$ cat config.mk
export PLATFORM = sky130hd
export DESIGN_NAME = cordic_iter_ctrl
export DESIGN_NICKNAME = d
export VERILOG_FILES = /design/src/rtl/cordic_iter_ctrl.sv
export SDC_FILE = /design/constraint.sdc
export NUM_CORES = 1
export LEC_CHECK = 0
export ABC_AREA = 1
export CAP_MARGIN = 10
export CORE_UTILIZATION = 37
export CTS_CLUSTER_SIZE = 40
export DETAILED_ROUTE_END_ITERATION = 6
export PLACE_DENSITY = 0.76
export SYNTH_ARGS = -nofsm -noshare
export SYNTH_HDL_FRONTEND = slang
export SYNTH_SLANG_ARGS = --single-unit
$ cat constraint.sdc
create_clock -name clk -period 1 [get_ports clk]
set_input_delay 0.15 -clock clk [delete_from_list [all_inputs] [get_ports clk]]
set_output_delay 0.15 -clock clk [all_outputs]
set_load 0.01 [all_outputs]
$ cat src/rtl/cordic_iter_ctrl.sv
// Iteration sequencer for a single-stage feedback CORDIC datapath.
// Runs LOAD -> ITERS micro-rotations -> DONE and drives the mux select, enable, shift and direction.
module cordic_iter_ctrl #(
  parameter int ITERS = 16,
  parameter int CNT_W = 4
) (
  input  logic             clk,
  input  logic             reset,
  input  logic             start,
  input  logic             mode,
  input  logic             z_neg,
  input  logic             y_neg,
  output logic             busy,
  output logic             done,
  output logic             load_sel,
  output logic             reg_en,
  output logic [CNT_W-1:0] shift_amt,
  output logic [CNT_W-1:0] atan_addr,
  output logic             dir
);

  typedef enum logic [1:0] {
    S_IDLE,
    S_LOAD,
    S_ITER,
    S_DONE
  } state_t;

  // Terminal count is compared in CNT_W bits so ITERS == 2**CNT_W ends on all-ones.
  localparam logic [CNT_W-1:0] LAST_CNT = CNT_W'(ITERS - 1);

  state_t           state_q, state_d;
  logic [CNT_W-1:0] cnt_q, cnt_d;
  logic             mode_q, mode_d;

  always_ff @(posedge clk) begin
    if (reset) begin
      state_q <= S_IDLE;
      cnt_q   <= '0;
      mode_q  <= 1'b0;
    end else begin
      state_q <= state_d;
      cnt_q   <= cnt_d;
      mode_q  <= mode_d;
    end
  end

  always_comb begin
    state_d = state_q;
    cnt_d   = cnt_q;
    mode_d  = mode_q;
    case (state_q)
      S_IDLE: begin
        if (start) begin
          state_d = S_LOAD;
          mode_d  = mode;
        end
      end
      S_LOAD: begin
        state_d = S_ITER;
        cnt_d   = '0;
      end
      S_ITER: begin
        if (cnt_q == LAST_CNT) begin
          state_d = S_DONE;
          cnt_d   = '0;
        end else begin
          cnt_d = cnt_q + CNT_W'(1);
        end
      end
      S_DONE: begin
        state_d = S_IDLE;
      end
      default: begin
        state_d = S_IDLE;
        cnt_d   = '0;
      end
    endcase
  end

  always_comb begin
    busy      = 1'b0;
    done      = 1'b0;
    load_sel  = 1'b0;
    reg_en    = 1'b0;
    shift_amt = '0;
    atan_addr = '0;
    dir       = 1'b0;
    case (state_q)
      S_LOAD: begin
        busy   = 1'b1;
        reg_en = 1'b1;
      end
      S_ITER: begin
        busy      = 1'b1;
        reg_en    = 1'b1;
        load_sel  = 1'b1;
        shift_amt = cnt_q;
        atan_addr = cnt_q;
        dir       = mode_q ? y_neg : ~z_neg;
      end
      S_DONE: begin
        busy     = 1'b1;
        done     = 1'b1;
        load_sel = 1'b1;
      end
      default: ;
    endcase
  end

endmodule

==> metrics.txt, run 1 <==
status=finished, violations left; failing checks=setup timing; DIE AREA=1500 sq um; critical path fanouts, max=5; FF-to-FF End=cnt_q[3]; Cells after Synth=70; Max Transition Viols Final=0; R2R Setup Slk=-0.32 ns; hold path cells=2; f_max=742 MHz; pre-CTS WS=-0.467 ns; first-pass detailed-route iteration total=4; Die W=38.7 microns; area of the multi-input gates=380 sq um; WP depth=6; first-pass GRT wire length=1.90 mm; PnR worst setup slack=-0.348 ns; per-cell routed wire length=10.7 microns; final setup fails=20; Buf/Inv on CP=4; syn nets=81; drt total wl=1.23 mm; Arrival @ worst endpoint=1.20 ns; Layout Cells excl Fill=115; clk buf depth=2; number of synthesized flops with an enable pin=0; DRT antenna net count=0; total of max-cap violations=0; WP data required=0.85 ns; layout cells sized above 1=66.3%; setup total negative slack=-5.17 ns; worst-skew pair later-pin latency=0.25 ns; minimum clock period=1.35 ns; PD cells=3080 nW/um^2; Overall Global Routing Usage=19.4%; most common cell in the netlist=nand2_1; # rows=12; top_reg_cell synth=dfxtp_1; number of remaining DRC errors=0; hold endpoint=cnt_q[2]; routability cong.=0.829; mapped cell area=499 sq um; Buffers on Ports=18; Avg Vias per Cell=4.58; via count of the first global-routing pass=499; io pins=19; sequential fraction of the synthesis area=28.1%; HP Class=input port to flip-flop; RSZ-0062 raised after global routing=true; crit path launch type=flip-flop; CTS tree=built; YS warnings=0; Worst path max stage delay=0.35 ns; worst reg2reg path startpoint=state_q[0]; Worst Tran Pin Value=0.193 ns; Worst Setup End Kind=output pin; CP Class=flip-flop to output pin; Max rail drop VDD=1.79 mV; Initial DRC Count=16; clock-pin transition on the worst setup and hold timing paths=0.05 ns; largest area contributor in the netlist=dfxtp_1; remaining global-route overflow=0; Slew HR=87.1%; Distinct cells, synth=18; top cells by count, synth=14 x nand2_1, 11 x inv_1, 7 x dfxtp_1, 6 x nor2_1; final net count=113; Die Span Y=38.7 microns; htree depth=1; FF+latch area=145 sq um; post-DP HPWL=806 microns; Tcrit/Tclk final=135%; Async SR Flop Fraction=0%; number of placed cells counting well taps=106; clock skew=0.000129 ns; Crit path max-delay family=buffers and inverters; worst path cell trace=inv_4, ha_4, buf_4, nand2_2, inv_2, buf_2; top post-synthesis cells by area=dfxtp_1 28%, ha_1 13%, nand2_1 11%; Num CTS Buffers=3; clk sinks=7; R2R cell count=8; via count=527; core area=1190 sq um; area grow syn2layout=79.9%; mean post-synth cell area=7.13 sq um; hold path startpoint=reset; initial antenna violation count=0; Crit-path slowest cell=dfxtp_2; Static Leak=0.442 nW; number of fill cells in the layout=93; top cell type's share of synthesized area=28.1%; Initial Utilization=42.1%; Synth Register Bits=7; hold slack=0.488 ns; Hold Violations, Final=0; CTS root buffer=clkbuf_4; largest net degree at the start of global routing=7; n_diodes=0
per-stage QoR:
step           power (mW)  cell area, sq um  utilization [%]
2_1_floorplan        1.41               546                -
3_3_place_gp         1.92               766             64.6
3_5_place_dp         1.95               766             64.6
4_1_cts              2.47               842             71.0
5_1_grt              2.96               898             75.7
6_report             2.76               898             75.7
repair_timing:
item | in CTS | in global routing
buffers inserted | 4 | 1
resized for setup | 66 | 19
hold buffers | 0 | 0
pin swaps | 5 | 4
setup endpoints to repair | 19 | 20
endpoints found under the hold margin | 0 | 0
cell type report:
type	count	share of cell area [%]
multi-input combinational	45	42.3
timing repair buffer	32	30.4
sequential	7	16.2
inverter	13	6.27
clock buffer	4	2.92
tap	14	1.95
placed cells by master, fill, tap and decap left out:
| cell type | count |
|---|---|
| inv_6 | 1 |
| nor2_1 | 3 |
| a21oi_4 | 1 |
| dfxtp_4 | 1 |
| nand3_1 | 2 |
| clkbuf_4 | 3 |
| clkdlybuf4s50_1 | 5 |
| o21ai_2 | 3 |
| buf_2 | 7 |
| nand2_8 | 1 |
| nand2_2 | 7 |
| nor2_2 | 3 |
| nand2_1 | 8 |
| ha_4 | 2 |
| o21ai_0 | 1 |
| a211oi_2 | 1 |
| buf_6 | 8 |
| dfxtp_1 | 5 |
| buf_4 | 11 |
| or2_4 | 1 |
| nand3_2 | 2 |
| clkbuf_1 | 1 |
| nand2_4 | 2 |
| ha_1 | 3 |
| inv_4 | 1 |
| a21oi_2 | 3 |
| inv_1 | 5 |
| inv_2 | 6 |
| buf_8 | 1 |
| dfxtp_2 | 1 |
| a21oi_1 | 1 |
| xnor2_2 | 1 |
worst reg2reg max path, cell delays in order, from the launching register on:
cell and delay (ns):
dfxtp_2 0.35, inv_4 0.05, buf_4 0.13, ha_4 0.28, buf_8 0.14, inv_6 0.05, o21ai_2 0.12, nand2_1 0.07
nor2_1 0.08
worst max-delay path by stage:
| stage | start | to | slack (ns) |
|---|---|---|---|
| after global routing | state_q[0] | dir | -0.41 |
| after floorplan | state_q[1] | cnt_q[3] | -0.07 |
| after global placement | y_neg | dir | -0.46 |
| after detailed placement | y_neg | dir | -0.47 |
| final | state_q[0] | shift_amt[2] | -0.35 |
| after CTS | state_q[0] | load_sel | -0.35 |
sequential cells by signal, indices dropped and copies added (netlist names):
register and cells:
cnt_q 4, mode_q 1, state_q 2
cell families (layout without fill, tap and decap cells):
group	after synthesis	count (layout)	synth area share (%)
DFF	7	7	28.1
and+or+nand+nor	29	29	29.1
AOI/OAI and AO/OA	10	10	10.5
adders and majority gates	5	5	12.5
xor gates and xnor gates	1	1	1.75
buffers and inverters	18	49	18.0
layer usage:
metal,share of wire (%),up-vias,track usage [%]
li1,-,276,-
met2,52,14,37.9
met1,41,235,16.3
met5,0,-,0
met4,1.1,0,7.76
met3,5.3,2,8.67
report_power, final:
group / switching (mW) / leakage, nW / internal [mW] / total [mW]
sequential: 0.0666 / 0.0584 / 0.383 / 0.449
clock: 0.109 / 0.0150 / 0.153 / 0.261
combinational: 0.980 / 0.368 / 1.07 / 2.05
Power figures use the tool's default switching activity.
==> run 2: changes to the inputs <==
--- a/config.mk
+++ b/config.mk
@@ -7,10 +7,14 @@
 export LEC_CHECK = 0
 export ABC_AREA = 1
 export CAP_MARGIN = 10
-export CORE_UTILIZATION = 37
+export CELL_PAD_IN_SITES_DETAIL_PLACEMENT = 1
+export CELL_PAD_IN_SITES_GLOBAL_PLACEMENT = 1
+export CORE_UTILIZATION = 35
 export CTS_CLUSTER_SIZE = 40
 export DETAILED_ROUTE_END_ITERATION = 6
-export PLACE_DENSITY = 0.76
+export DONT_BUFFER_PORTS = 1
+export GPL_ROUTABILITY_DRIVEN = 1
+export PLACE_DENSITY = 0.72
 export SYNTH_ARGS = -nofsm -noshare
 export SYNTH_HDL_FRONTEND = slang
 export SYNTH_SLANG_ARGS = --single-unit
==> run 2 against run 1 <==
- the run still ends with setup timing left
- sequential share of layout area rose by 7.8 points
- total power fell by 27%
- global-route usage decreased by 1.7 points
- die area up 5.4%
- count of clock-buffer cells in the layout is the same
- first-iteration DRC count is 56% lower
- highest routed layer is now met3
==> metrics.txt, run 2 (synthesis results as in run 1) <==
RSZ-0062 raised after global routing=true (unchanged); R2R Setup Slk=-0.19 ns (was -0.32 ns); hold path cells=2 (unchanged); most common cell after layout, fill and taps aside=nand2_1 (was buf_4); placed inst area=549 sq um (was 766 sq um); hold path startpoint=start (was reset); CP Class=flip-flop to output pin (unchanged); Num CTS Buffers=3 (unchanged); io pins=19 (unchanged); status=finished, violations left (unchanged); clock skew=0.00305 ns (was 0.000129 ns); largest reg by FF count=cnt_q (unchanged); Buf/Inv on CP=1 (was 4); Worst Setup End Kind=output pin (unchanged); # rows=13 (was 12); minimum clock period=1.25 ns (was 1.35 ns); Tcrit/Tclk final=125% (was 135%); crit path launch type=flip-flop (unchanged); Slew HR=88.4% (was 87.1%); final core utilization=46.0% (was 75.7%); via count of the first global-routing pass=408 (was 499); critical path fanouts, max=7 (was 5); initial antenna violation count=0 (unchanged); via count=440 (was 527); Arrival @ worst endpoint=1.10 ns (was 1.20 ns); Static Leak=0.284 nW (was 0.442 nW); CTS root buffer=clkbuf_4 (unchanged); n_diodes=0 (unchanged); DIE AREA=1580 sq um (was 1500 sq um); remaining global-route overflow=0 (unchanged); drt total wl=1.10 mm (was 1.23 mm); setup total negative slack=-3.23 ns (was -5.17 ns); Max rail drop VDD=1.35 mV (was 1.79 mV); routability cong.=0.781 (was 0.829); clock-pin transition on the worst setup and hold timing paths=0.05 ns (about the same); number of fill cells in the layout=163 (was 93); worst-skew pair later-pin latency=0.25 ns (about the same); commonest non-fill, non-tap cells in the layout=13 x nand2_1, 6 x inv_2, 6 x nor2_1 (was 11 x buf_4, 8 x nand2_1, 8 x buf_6); Die Span Y=39.8 microns (was 38.7 microns); Die W=39.8 microns (was 38.7 microns); DRT antenna net count=0 (unchanged); first-pass GRT wire length=1.78 mm (was 1.90 mm); worst path cell trace=inv_4, ha_4, or2_4 (was inv_4, ha_4, buf_4, nand2_2, inv_2, buf_2); hold endpoint=mode_q (was cnt_q[2]); number of remaining DRC errors=0 (unchanged); Max Transition Viols Final=0 (unchanged); clk buf depth=2 (unchanged); Worst path max stage delay=0.35 ns (about the same); failing checks=setup timing (unchanged); R2R cell count=8 (unchanged); max FFs per register=4 (unchanged); Largest regs=cnt_q: 4 flops, state_q: 2 flops, mode_q: 1 flops (unchanged); PD cells=3340 nW/um^2 (was 3080 nW/um^2); Avg Vias per Cell=4.89 (was 4.58); Crit path max-delay family=flip-flops (was buffers and inverters); area of the multi-input gates=310 sq um (was 380 sq um); Tot Pwr=2.02 mW (was 2.76 mW); Buffers on Ports=0 (was 18); Overall Global Routing Usage=17.6% (was 19.4%); largest net degree at the start of global routing=8 (was 7); final net count=87 (was 113); PnR worst setup slack=-0.246 ns (was -0.348 ns); area grow syn2layout=21.3% (was 79.9%); Hold Violations, Final=0 (unchanged); HP Class=input port to flip-flop (unchanged); CTS tree=built (unchanged); f_max=802 MHz (was 742 MHz); per-cell routed wire length=12.2 microns (was 10.7 microns); clk sinks=7 (unchanged); core area=1320 sq um (was 1190 sq um); Crit-path slowest cell=dfxtp_2 (unchanged); Worst Tran Pin Value=0.173 ns (was 0.193 ns); WP data required=0.85 ns (about the same); total of max-cap violations=0 (unchanged); layout cells sized above 1=41.3% (was 66.3%); htree depth=1 (unchanged); FF+latch area=145 sq um (unchanged); worst reg2reg path startpoint=state_q[0] (unchanged); post-DP HPWL=832 microns (was 806 microns); first-pass detailed-route iteration total=4 (unchanged); Initial Utilization=37.9% (was 42.1%); Initial DRC Count=7 (was 16); final setup fails=19 (was 20); FF-to-FF End=state_q[1] (was cnt_q[3]); fin area=606 sq um (was 898 sq um)
[run 2: worst max-delay path by stage]
stage / start / end / cells after the start
after floorplan: state_q[1] / cnt_q[3] / 7
after global placement: state_q[1] / cnt_q[3] / 7
after detailed placement: state_q[1] / cnt_q[3] / 7
after CTS: state_q[0] / load_sel / 3
after global routing: state_q[0] / load_sel / 3
final: state_q[0] / load_sel / 3
[run 2: power by group]
part	internal [mW]	switching, mW
clock network	0.153	0.110
registers	0.383	0.0792
logic	0.582	0.714
[run 2: what timing repair did]
action / 4_1_cts / 5_1_grt
gates resized for setup: 6 / 1
pin swaps: 0 / 0
setup endpoints to repair: 18 / 20
hold endpoints to repair: 1 / 0
buffers inserted: 1 / 0
hold buffers: 1 / 0
[run 2: cell type report]
class	instances	share of cell area [%]
Multi-Input combinational cell	45	51.2
Sequential cell	7	24.0
Tap cell	15	3.10
Timing Repair Buffer	6	8.06
Inverter	13	9.30
Clock buffer	4	4.34
[run 2: metrics by stage]
step	hold slack, ns	setup WS [ns]	cells
after floorplan	0.228	-0.0727	70
after CTS	0.0685	-0.268	90
after global placement	0.237	-0.102	84
after global routing	0.0612	-0.289	90
after detailed placement	0.233	-0.125	84
final	0.0723	-0.246	90
[run 2: layer usage]
metal	global-route usage, %	vias up	wire length, microns
li1	-	222	-
met1	19.7	199	455
met2	28.3	19	555
met3	11.4	0	86
met4	2.59	0	0
met5	0	-	0
